**src/rtl/mem_arbiter.sv**
```systemverilog
// mem_arbiter: shares one memory port between fetch and data requesters.
// Data has fixed priority; a per-transaction counter aborts unacknowledged requests.
module mem_arbiter #(
  parameter int AW = 32,
  parameter int DW = 32,
  parameter int TIMEOUT = 255
) (
  input  logic            clk,
  input  logic            rst,
  input  logic            inst_req,
  input  logic [AW-1:0]   inst_addr,
  output logic [DW-1:0]   inst_rdata,
  output logic            inst_ok,
  input  logic            data_req,
  input  logic            data_we,
  input  logic [AW-1:0]   data_addr,
  input  logic [DW-1:0]   data_wdata,
  input  logic [DW/8-1:0] data_wstrb,
  output logic [DW-1:0]   data_rdata,
  output logic            data_ok,
  output logic            bus_err,
  output logic            stallF,
  output logic            stallM,
  output logic            mem_req,
  output logic            mem_we,
  output logic [AW-1:0]   mem_addr,
  output logic [DW-1:0]   mem_wdata,
  output logic [DW/8-1:0] mem_wstrb,
  input  logic [DW-1:0]   mem_rdata,
  input  logic            mem_ready
);
  localparam logic [1:0] IDLE = 2'd0;
  localparam logic [1:0] INST = 2'd1;
  localparam logic [1:0] DATA = 2'd2;
  localparam logic [7:0] LAST = 8'(TIMEOUT - 1);

  logic [1:0] state;
  logic [7:0] count;
  logic instGo, dataGo, expired, done;
  logic [DW-1:0] readData;

  // a requester still holding req during its ok cycle must not be re-granted
  assign instGo = inst_req & ~inst_ok;
  assign dataGo = data_req & ~data_ok;
  assign stallF = instGo;
  assign stallM = dataGo;

  always_comb begin
    expired = (count == LAST) & ~mem_ready;
    done = mem_ready | expired;
    readData = (mem_ready & ~mem_we) ? mem_rdata : '0;
  end

  always_ff @(posedge clk) begin
    if (rst) begin
      state <= IDLE;
      count <= '0;
      mem_req <= 1'b0;
      mem_we <= 1'b0;
      mem_addr <= '0;
      mem_wdata <= '0;
      mem_wstrb <= '0;
      inst_rdata <= '0;
      data_rdata <= '0;
      inst_ok <= 1'b0;
      data_ok <= 1'b0;
      bus_err <= 1'b0;
    end else begin
      inst_ok <= 1'b0;
      data_ok <= 1'b0;
      bus_err <= 1'b0;
      if (state == IDLE) begin
        count <= '0;
        if (dataGo) begin
          state <= DATA;
          mem_req <= 1'b1;
          mem_we <= data_we;
          mem_addr <= data_addr;
          mem_wdata <= data_wdata;
          mem_wstrb <= data_we ? data_wstrb : '0;
        end else if (instGo) begin
          state <= INST;
          mem_req <= 1'b1;
          mem_we <= 1'b0;
          mem_addr <= inst_addr;
          mem_wstrb <= '0;
        end
      end else if (done) begin
        state <= IDLE;
        mem_req <= 1'b0;
        bus_err <= ~mem_ready;
        if (state == INST) begin
          inst_ok <= 1'b1;
          inst_rdata <= readData;
        end else begin
          data_ok <= 1'b1;
          data_rdata <= readData;
        end
      end else begin
        count <= count + 8'd1;
      end
    end
  end
endmodule
```
**config.mk**
```make
export PLATFORM = sky130hd
export DESIGN_NAME = mem_arbiter
export DESIGN_NICKNAME = d
export VERILOG_FILES = /design/src/rtl/mem_arbiter.sv
export SDC_FILE = /design/constraint.sdc
export NUM_CORES = 1
export LEC_CHECK = 0
export CORE_UTILIZATION = 40
export DETAILED_ROUTE_END_ITERATION = 6
export PLACE_DENSITY = 0.85
export RECOVER_POWER = 50
export SYNTH_ARGS = -nofsm -noshare
export SYNTH_HDL_FRONTEND = slang
export SYNTH_SLANG_ARGS = --single-unit
```
**constraint.sdc**
```tcl
create_clock -name clk -period 4.3 [get_ports clk]
set_clock_uncertainty 0.1 [all_clocks]
set_input_delay 0.86 -clock clk [delete_from_list [all_inputs] [get_ports clk]]
set_output_delay 0.86 -clock clk [all_outputs]
set_load 0.02 [all_outputs]
```
==> results by group, run 1 <==
Critical path
  – Worst R2R Setup Slack: 1.38 ns
  – Crit Path Class: in2reg
  – FF-to-FF Start: data_ok$_SDFF_PP0_
  – Reg2Reg Depth: 6
  – Crit start category: input port
  – CP max FO: 38
  – CP required: 4.42 ns
  – Crit. End Element: flip-flop
  – Slowest CP cell: clkbuf_1
  – CP arrival: 3.64 ns
  – Slowest stage delay, CP: 1.08 ns
  – Reg2reg end: mem_wstrb[0]$_SDFFE_PP0P_
  – Ordered cell list for the critical path: dlygate4sd3_1, nand2b_1, clkbuf_1, nor3_1, clkbuf_2, a32oi_1, nor2_1

Timing
  – # setup viols final: 0
  – Fmax: 284 MHz
  – Setup TNS: 0 ns
  – Final hold viol count: 0
  – Period minus WS final: 3.52 ns
  – Final setup margin: 0.784 ns
  – Slew Limit Fails: 82
  – WHS: 0.350 ns
  – RSZ-0062 raised after global routing: no
  – Tcrit/Tclk final: 81.8%
  – Worst slew pin tran: 1.77 ns
  – Relative slew slack: -18.0%

Yosys
  – Seq/Total Area, Yosys: 52.6%
  – Post-synth ARST share: 0%
  – Distinct cells, synth: 39
  – Syn nets: 825
  – Syn Inst Count: 685
  – Post-synth EDFFs: 0
  – Most common cell in the netlist: nand2_1
  – Yosys Warn Count: 0
  – Post-synth top cells: nand2_1 (194), dfxtp_1 (147), a21oi_1 (97)
  – Synth Flop Type: dfxtp_1
  – Average size of a mapped cell: 8.17 µm²
  – Synthesized cell area: 5600 µm²
  – Yosys reg bits: 147
  – Synth area leaders: dfxtp_1 (53%), nand2_1 (13%), a21oi_1 (8.7%), o21ai_0 (5.5%), a311oi_1 (4.9%)
  – Post-synth top area cell: dfxtp_1
  – Share of the synthesized area in the top cell type: 52.6%

Worst hold path
  – Hold/Removal Path Class: reg2reg
  – Hold endpoint: mem_wdata[12]$_SDFFE_PP0P_
  – HP Start: mem_wdata[12]$_SDFFE_PP0P_
  – Worst hold stages: 2

CTS
  – Clk slew on worst S/H paths: 0.06 ns
  – CTS tree: done
  – CTS Buf Count: 17
  – Clk buf depth: 2
  – Cts-stage hold buffer count: 0
  – Clock root cell: clkbuf_16
  – H-tree levels: 4
  – Clock Sink Count: 147
  – Post-CTS sizing: 0
  – Clock Latency Late Sink: 0.41 ns
  – Number of setup buffers added after CTS: 0

Floorplanning
  – I/O pins: 277
  – Chip Width: 120 µm
  – Core ar.: 13500 µm²
  – DIE AREA: 14500 µm²
  – Die Y: 120 µm
  – # rows: 42
  – Initial core utilization: 41.6%

Global routing
  – GR Overflow Total: 0
  – Largest net degree at the start of global routing: 82
  – Initial antenna violation count: 0
  – Vias in the first global route: 5409
  – Total GRT Usage: 24.2%
  – First-pass GRT wire length: 27500 µm

Placement
  – DPL Wire Length: 11700 µm
  – DP Worst Slack: 0.930 ns
  – Final GP Congestion: 0.784
  – IO buf count: 276

Status
  – Outcome: complete, but fails checks
  – Failing checks: capacitance limit, slew limit

Cells and area
  – Fraction of final layout cells sized beyond drive strength 1: 4.66%
  – Syn-to-layout area delta: 60.2%
  – Filler instances: 1077
  – Fin nets: 1072
  – Antenna fix cells: 0

Detailed routing
  – DRT iter0 DRCs: 375
  – Antenna Nets Post-Route: 0
  – Via/cell ratio: 5.18
  – DRT Wirelength: 17600 µm
  – Drt first pass iters: 5
  – # DRC: 0
  – WL per Instance: 15.7 µm
  – Vias: 5805

Power
  – Peak VDD IR: 0.273 mV
  – Cell Pwr Density: 408 nW/µm²
  – P_leak: 3.58 nW
  – Tot Pwr: 0.00366 W

Flow run
  – Max_cap viols: 1
## worst max-delay path by stage
stage,start,endpoint,cells past startpoint
3_3_place_gp,data_req,stallM,4
6_report,data_req,mem_wstrb[0]$_SDFFE_PP0P_,7
4_1_cts,data_req,stallM,4
3_5_place_dp,data_req,stallM,4
5_1_grt,data_req,mem_wstrb[3]$_SDFFE_PP0P_,7
2_1_floorplan,data_req,stallM,4
## power by group
group	internal, W	switching (W)	total [W]
Clock	0.000995	0.000554	0.00155
Sequential	0.00145	0.0000399	0.00148
Combinational	0.000287	0.000335	0.000622
Total	0.00273	0.000929	0.00366
## layer usage
metal  vias up  part of all wire, %  track usage [%]
met1      2686                   40             28.5
met4         0                  3.0             11.0
met2       247                   49             39.3
met5         -                    0                0
met3        37                  8.9             8.58
li1       2835                    -                -
## stage by stage
stage               utilization (%)  instances  instance area [µm²]
floorplan                         -        685                 5600
global placement               62.3       1089                 8380
detailed placement             62.3       1089                 8380
CTS                            66.9       1120                 8990
global route                   66.6       1120                 8960
finish                         66.6       1120                 8960
## registers in the layout (all words and copies together) (netlist names)
| register | count |
|---|---|
| state | 2 |
| mem_we | 1 |
| mem_wdata | 32 |
| inst_rdata | 32 |
| data_rdata | 32 |
| count | 8 |
| data_ok | 1 |
| inst_ok | 1 |
| mem_addr | 32 |
| bus_err | 1 |
| mem_wstrb | 4 |
| mem_req | 1 |
## worst max-delay path: cells and delay by family
| family | cells | cell delay (ns) |
|---|---|---|
| buffers and inverters | 3 | 2.14 |
| AOI/OAI and AO/OA | 1 | 0.36 |
| and+or+nand+nor | 3 | 0.27 |
## cells in the final DEF, fill, tap and decap left out, types with 2 or more instances in the layout
| cell type | count |
|---|---|
| nor2b_1 | 2 |
| xor2_1 | 4 |
| clkbuf_16 | 17 |
| dfxtp_1 | 147 |
| a32oi_1 | 5 |
| nor3b_4 | 2 |
| ha_1 | 2 |
| inv_1 | 2 |
| clkbuf_2 | 2 |
| o21ai_0 | 61 |
| clkdlybuf4s50_1 | 147 |
| nand2_1 | 194 |
| nand4_1 | 2 |
| a311oi_1 | 31 |
| clkbuf_8 | 2 |
| nor2_1 | 48 |
| buf_4 | 6 |
| o21ai_1 | 5 |
| bufinv_16 | 4 |
| dlygate4sd3_1 | 128 |
| nand3_1 | 3 |
| nor3_1 | 5 |
| clkinv_2 | 4 |
| clkbuf_1 | 3 |
| nand2b_1 | 2 |
| a21oi_1 | 97 |
## cells by family (layout without fill, tap and decap cells)
family	count (synthesis)	in the layout	share of synthesized area, %
buffers and inverters	59	318	5.19
AND/OR/NAND/NOR	264	264	18.9
XOR/XNOR	5	5	0.783
flip-flops	147	147	52.6
AO/OA/AOI/OAI	207	207	21.9
multiplexers	1	1	0.179
adder cells (fa/ha/maj)	2	2	0.447
## area by class of cell
type,instances,area (µm²),share of cell area (%)
clock inverter,10,156,1.75
multi-input combinational,479,2360,26.3
clock buffer,21,460,5.14
sequential,147,2940,32.8
tap,176,220,2.46
inverter,3,13.8,0.154
timing repair buffer,284,2810,31.4
No activity file was read; power rests on OpenSTA's default activity.
==> inputs of run 2 (changes only) <==
- CORE_UTILIZATION: 40 -> 36
- PLACE_DENSITY: 0.85 -> 0.81
- clock period: 4.3 -> 3.08 ns (I/O delays scaled with it)
==> run 2 against run 1 <==
Compared with the run above:
- the run now ends clean
- via count fell by 0.43%
- die area rose by 11%
- first-iteration DRC count fell by 23%
- critical path type is now in2out
- largest power group unchanged
==> results by group, run 2 (synthesized netlist as in run 1, its figures left out) <==
CTS
  – Clk slew on worst S/H paths: 0.06 ns (about the same)
  – CTS tree: done (unchanged)
  – Clock Sink Count: 147 (unchanged)
  – CTS Buf Count: 17 (unchanged)
  – Number of setup buffers added after CTS: 0 (unchanged)
  – Clock Latency Late Sink: 0.41 ns (about the same)
  – Clk buf depth: 2 (unchanged)
  – Cts-stage hold buffer count: 0 (unchanged)
  – Post-CTS sizing: 0 (unchanged)
  – H-tree levels: 4 (unchanged)
  – Clock root cell: clkbuf_16 (unchanged)

Power
  – Tot Pwr: 0.00520 W (was 0.00366 W)
  – Combinational power share: 17.3% (was 17.0%)
  – Sw Ratio: 25.6% (was 25.4%)
  – Clk pwr share: 42.8% (was 42.4%)
  – Internal power: 0.00387 W (was 0.00273 W)
  – Peak VDD IR: 0.352 mV (was 0.273 mV)
  – Reg power frac: 39.9% (was 40.6%)
  – P_sw: 0.00133 W (was 0.000929 W)
  – P_leak: 3.45 nW (was 3.58 nW)
  – Cell Pwr Density: 572 nW/µm² (was 408 nW/µm²)

Critical path
  – Crit Path Class: in2out (was in2reg)
  – Crit start category: input port (unchanged)
  – CP required: 2.36 ns (was 4.42 ns)
  – FF-to-FF Start: count[0]$_SDFFE_PP0N_ (was data_ok$_SDFF_PP0_)
  – Crit. End Element: primary output (was flip-flop)
  – CP arrival: 1.96 ns (was 3.64 ns)
  – Reg2reg end: inst_rdata[12]$_SDFFE_PP0P_ (was mem_wstrb[0]$_SDFFE_PP0P_)
  – Critical Path Source: data_req (unchanged)
  – CP max FO: 2 (was 38)
  – Reg2Reg Depth: 6 (unchanged)
  – CP endpoint: stallM (was mem_wstrb[0]$_SDFFE_PP0P_)
  – Worst R2R Setup Slack: 0.64 ns (was 1.38 ns)

Timing
  – Worst slew pin tran: 1.11 ns (was 1.77 ns)
  – Relative slew slack: 25.1% (was -18.0%)
  – Slew Limit Fails: 0 (was 82)
  – Fmax: 373 MHz
  – Tcrit/Tclk final: 87.0%
  – Final hold viol count: 0 (unchanged)
  – # setup viols final: 0 (unchanged)
  – Period minus WS final: 2.68 ns
  – Setup TNS: 0 ns (unchanged)
  – RSZ-0062 raised after global routing: no (unchanged)
  – WHS: 0.349 ns (was 0.350 ns)

Detailed routing
  – DRT iter0 DRCs: 288 (was 375)
  – Antenna Nets Post-Route: 0 (unchanged)
  – Via/cell ratio: 5.07 (was 5.18)
  – DRT Wirelength: 17600 µm (about the same)
  – # DRC: 0 (unchanged)
  – Drt first pass iters: 5 (unchanged)
  – WL per Instance: 15.4 µm (was 15.7 µm)
  – Vias: 5780 (was 5805)

Placement
  – IO buf count: 276 (unchanged)
  – Final GP Congestion: 0.815 (was 0.784)
  – DPL Wire Length: 12100 µm (was 11700 µm)

Floorplanning
  – I/O pins: 277 (unchanged)
  – Chip Width: 127 µm (was 120 µm)
  – Die Y: 127 µm (was 120 µm)
  – # rows: 45 (was 42)
  – Core ar.: 15200 µm² (was 13500 µm²)
  – DIE AREA: 16000 µm² (was 14500 µm²)
  – Initial core utilization: 36.8% (was 41.6%)

Cells and area
  – Fin nets: 1078 (was 1072)
  – Most common cell after layout, fill and taps aside: clkdlybuf4s50_1 (was nand2_1)
  – Syn-to-layout area delta: 62.3% (was 60.2%)
  – Filler instances: 1317 (was 1077)
  – Antenna fix cells: 0 (unchanged)
  – Most frequent cells in the layout: clkdlybuf4s50_1 (205), nand2_1 (194), dfxtp_1 (147) (was nand2_1 (194), dfxtp_1 (147), clkdlybuf4s50_1 (147))
  – Fraction of final layout cells sized beyond drive strength 1: 5.89% (was 4.66%)

Global routing
  – GR Overflow Total: 0 (unchanged)
  – Total GRT Usage: 22.0% (was 24.2%)
  – Initial antenna violation count: 0 (unchanged)
  – Vias in the first global route: 5544 (was 5409)
  – First-pass GRT wire length: 27900 µm (was 27500 µm)
  – Largest net degree at the start of global routing: 65 (was 82)

Status
  – Outcome: finished clean (was complete, but fails checks)

Worst hold path
  – Hold/Removal Path Class: reg2reg (unchanged)
  – Worst hold stages: 2 (unchanged)

Flow run
  – Max_cap viols: 0 (was 1)
-- run 2: worst min path at each step --
stage                                    start                         end  slack (ns)
global route        mem_wdata[11]$_SDFFE_PP0P_  mem_wdata[11]$_SDFFE_PP0P_        0.37
detailed placement  mem_wdata[24]$_SDFFE_PP0P_  mem_wdata[24]$_SDFFE_PP0P_        0.35
floorplan                count[1]$_SDFFE_PP0N_       count[1]$_SDFFE_PP0N_        0.40
global placement    mem_wdata[27]$_SDFFE_PP0P_  mem_wdata[27]$_SDFFE_PP0P_        0.34
finish               mem_wdata[1]$_SDFFE_PP0P_   mem_wdata[1]$_SDFFE_PP0P_        0.35
CTS                 mem_wdata[24]$_SDFFE_PP0P_  mem_wdata[24]$_SDFFE_PP0P_        0.35
-- run 2: cell type report --
type                    instances  area, µm²  share of cell area (%)
clock inverters                12        178                    1.96
multi-input cells             479       2360                    26.0
inverters                       3       12.5                   0.138
flip-flops and latches        147       2940                    32.4
repair buffers                290       2890                    31.8
well taps                     188        235                    2.59
clock buffers                  20        467                    5.14
-- run 2: power groups by stage --
stage | logic [W] | registers, W | clock network [W]
final | 0.000898 | 0.00207 | 0.00222
after global routing | 0.000973 | 0.00209 | 0.00235
after CTS | 0.000927 | 0.00208 | 0.00228
after detailed placement | 0.000923 | 0.00212 | 0
after global placement | 0.000912 | 0.00212 | 0
after floorplan | 0.000310 | 0.00225 | 0
-- run 2: worst max-delay path: stages --
cell and delay [ns]:
dlygate4sd3_1 0.54, nand2b_1 0.12, clkinvlp_2 0.12, clkdlybuf4s50_1 0.57
-- run 2: per-stage QoR --
step	cells	worst slack, ns	area [µm²]	utilization, %
final	1139	0.400	9080	59.7
after global routing	1139	0.215	9080	59.7
after CTS	1139	0.434	9110	59.9
after detailed placement	1107	0.380	8460	55.7
after global placement	1107	0.452	8460	55.7
after floorplan	685	1.14	5600	-
-- run 2: routing by layer --
| metal | track usage, % | share of wire, % |
|---|---|---|
| met5 | 0 | 0 |
| met4 | 8.12 | 1.7 |
| met3 | 7.09 | 8.3 |
| met2 | 37.4 | 49 |
| met1 | 26.0 | 41 |
==> inputs of run 3 (changes only) <==
- CELL_PAD_IN_SITES_DETAIL_PLACEMENT: not set -> 0
- CELL_PAD_IN_SITES_GLOBAL_PLACEMENT: not set -> 1
- CORE_UTILIZATION: 36 -> 25
- PLACE_DENSITY: 0.81 -> 0.8
- SETUP_SLACK_MARGIN: not set -> 0.15
==> run 3 against run 2 <==
Compared with the run above:
- first-iteration DRC count shrank 10%
- total power shrank 3.1%
- wire length grew 7.2%
- count of clock-buffer cells in the layout is the same
- largest power group is now registers
- highest routed layer unchanged
==> results by group, run 3 (synthesized netlist as in run 1, its figures left out) <==
Status
  – Outcome: finished clean (unchanged)

Global routing
  – GRT met2 Usage: 26.3% (was 37.4%)
  – Total GRT Usage: 16.2% (was 22.0%)
  – Vias in the first global route: 5224 (was 5544)
  – GR Overflow Total: 0 (unchanged)
  – Initial antenna violation count: 0 (unchanged)
  – GR Layer Usage met1: 19.9% (was 26.0%)
  – Largest net degree at the start of global routing: 89 (was 65)
  – GR Util met3: 5.54% (was 7.09%)
  – First-pass GRT wire length: 28600 µm (was 27900 µm)
  – GRT Max-Usage Layer: met2 (unchanged)

Detailed routing
  – Drt first pass iters: 6 (was 5)
  – Via/cell ratio: 4.60 (was 5.07)
  – # DRC: 0 (unchanged)
  – Vias: 5662 (was 5780)
  – DRT iter0 DRCs: 259 (was 288)
  – WL per Instance: 15.3 µm (was 15.4 µm)
  – DRT Wirelength: 18900 µm (was 17600 µm)
  – Antenna Nets Post-Route: 0 (unchanged)

Floorplanning
  – DIE AREA: 23000 µm² (was 16000 µm²)
  – I/O pins: 277 (unchanged)
  – Chip Width: 152 µm (was 127 µm)
  – Die Y: 152 µm (was 127 µm)
  – # rows: 54 (was 45)
  – Initial core utilization: 25.6% (was 36.8%)
  – Core ar.: 21900 µm² (was 15200 µm²)

Timing
  – Final hold viol count: 0 (unchanged)
  – Relative slew slack: 17.7% (was 25.1%)
  – # setup viols final: 0 (unchanged)
  – Worst slew pin tran: 1.23 ns (was 1.11 ns)
  – Fmax: 365 MHz (was 373 MHz)
  – Slew Limit Fails: 0 (unchanged)
  – RSZ-0062 raised after global routing: no (unchanged)
  – Tcrit/Tclk final: 89.0% (was 87.0%)
  – Period minus WS final: 2.74 ns (was 2.68 ns)
  – Setup TNS: 0 ns (unchanged)

CTS
  – Clock Latency Late Sink: 0.41 ns (about the same)
  – CTS tree: done (unchanged)
  – Clk slew on worst S/H paths: 0.06 ns (about the same)
  – Post-CTS sizing: 0 (unchanged)
  – Clock root cell: clkbuf_16 (unchanged)
  – H-tree levels: 4 (unchanged)
  – Clock Sink Count: 147 (unchanged)
  – Clk buf depth: 2 (unchanged)
  – Cts-stage hold buffer count: 0 (unchanged)
  – CTS Buf Count: 17 (unchanged)
  – Number of setup buffers added after CTS: 0 (unchanged)

Placement
  – IO buf count: 276 (unchanged)
  – DPL Wire Length: 12700 µm (was 12100 µm)
  – Final GP Congestion: 0.744 (was 0.815)

Power
  – Cell Pwr Density: 550 nW/µm² (was 572 nW/µm²)
  – P_sw: 0.00137 W (was 0.00133 W)
  – Tot Pwr: 0.00504 W (was 0.00520 W)
  – Peak VDD IR: 0.348 mV (was 0.352 mV)
  – P_leak: 3.42 nW (was 3.45 nW)
  – Sw Ratio: 27.2% (was 25.6%)
  – Internal power: 0.00367 W (was 0.00387 W)
  – Reg power frac: 41.2% (was 39.9%)
  – Combinational power share: 18.0% (was 17.3%)
  – Clk pwr share: 40.8% (was 42.8%)

Cells and area
  – Antenna fix cells: 0 (unchanged)
  – Most frequent cells in the layout: clkdlybuf4s50_1 (207), nand2_1 (194), dfxtp_1 (147) (was clkdlybuf4s50_1 (205), nand2_1 (194), dfxtp_1 (147))
  – Syn-to-layout area delta: 63.8% (was 62.3%)
  – Multi-input logic area: 2380 µm² (was 2360 µm²)
  – Most common cell after layout, fill and taps aside: clkdlybuf4s50_1 (unchanged)
  – Reg area: 2940 µm² (unchanged)
  – Fraction of final layout cells sized beyond drive strength 1: 5.68% (was 5.89%)
  – Filler instances: 2227 (was 1317)
  – Fin nets: 1078 (unchanged)

Critical path
  – Crit. End Element: primary output (unchanged)
  – CP required: 2.36 ns (about the same)
  – Crit start category: input port (unchanged)
  – CP max FO: 4 (was 2)
  – CP arrival: 2.03 ns (was 1.96 ns)
  – Crit Path Class: in2out (unchanged)

Worst hold path
  – Hold/Removal Path Class: reg2reg (unchanged)

Flow run
  – Max_cap viols: 0 (unchanged)
## run 3: cell type report
cell class                      count  share of cell area, %
Multi-Input combinational cell    479                   26.0
Sequential cell                   147                   32.1
Clock buffer                       20                   4.88
Inverter                            3                  0.150
Tap cell                          280                   3.82
Clock inverter                     12                   1.45
Timing Repair Buffer              290                   31.6
## run 3: power groups by stage
stage | registers (W) | logic [W] | clock network, W
2_1_floorplan | 0.00225 | 0.000310 | 0
3_3_place_gp | 0.00211 | 0.000937 | 0
3_5_place_dp | 0.00212 | 0.000941 | 0
4_1_cts | 0.00208 | 0.000945 | 0.00213
5_1_grt | 0.00209 | 0.000991 | 0.00220
6_report | 0.00207 | 0.000909 | 0.00205
## run 3: through the flow
| step | util, % | instances | cell area [µm²] | hold slack (ns) | worst slack, ns |
|---|---|---|---|---|---|
| 2_1_floorplan | - | 685 | 5600 | 0.399 | 1.14 |
| 3_3_place_gp | 39.2 | 1199 | 8590 | 0.341 | 0.219 |
| 3_5_place_dp | 39.2 | 1199 | 8590 | 0.346 | 0.177 |
| 4_1_cts | 41.9 | 1231 | 9170 | 0.354 | 0.297 |
| 5_1_grt | 41.9 | 1231 | 9160 | 0.361 | 0.232 |
| 6_report | 41.9 | 1231 | 9160 | 0.348 | 0.338 |
## run 3: critical path, cell delays in order
cell	delay, ns
clkdlybuf4s50_1	0.46
nand2b_1	0.19
inv_4	0.09
clkdlybuf4s50_1	0.66
## run 3: final timing paths
| check | depth (start not counted) | slack, ns | endpoint | startpoint |
|---|---|---|---|---|
| max | 4 | 0.34 | stallM | data_req |
| min | 2 | 0.35 | mem_wdata[18]$_SDFFE_PP0P_ | mem_wdata[18]$_SDFFE_PP0P_ |
| max reg2reg | 6 | 0.64 | inst_rdata[4]$_SDFFE_PP0P_ | count[0]$_SDFFE_PP0N_ |
| min reg2reg | 2 | 0.35 | mem_wdata[18]$_SDFFE_PP0P_ | mem_wdata[18]$_SDFFE_PP0P_ |
## run 3: per-layer routing
metal	share of wire (%)	up-vias
li1	-	2839
met1	43	2647
met2	48	162
met3	7.8	14
met4	1.1	0
met5	0	-
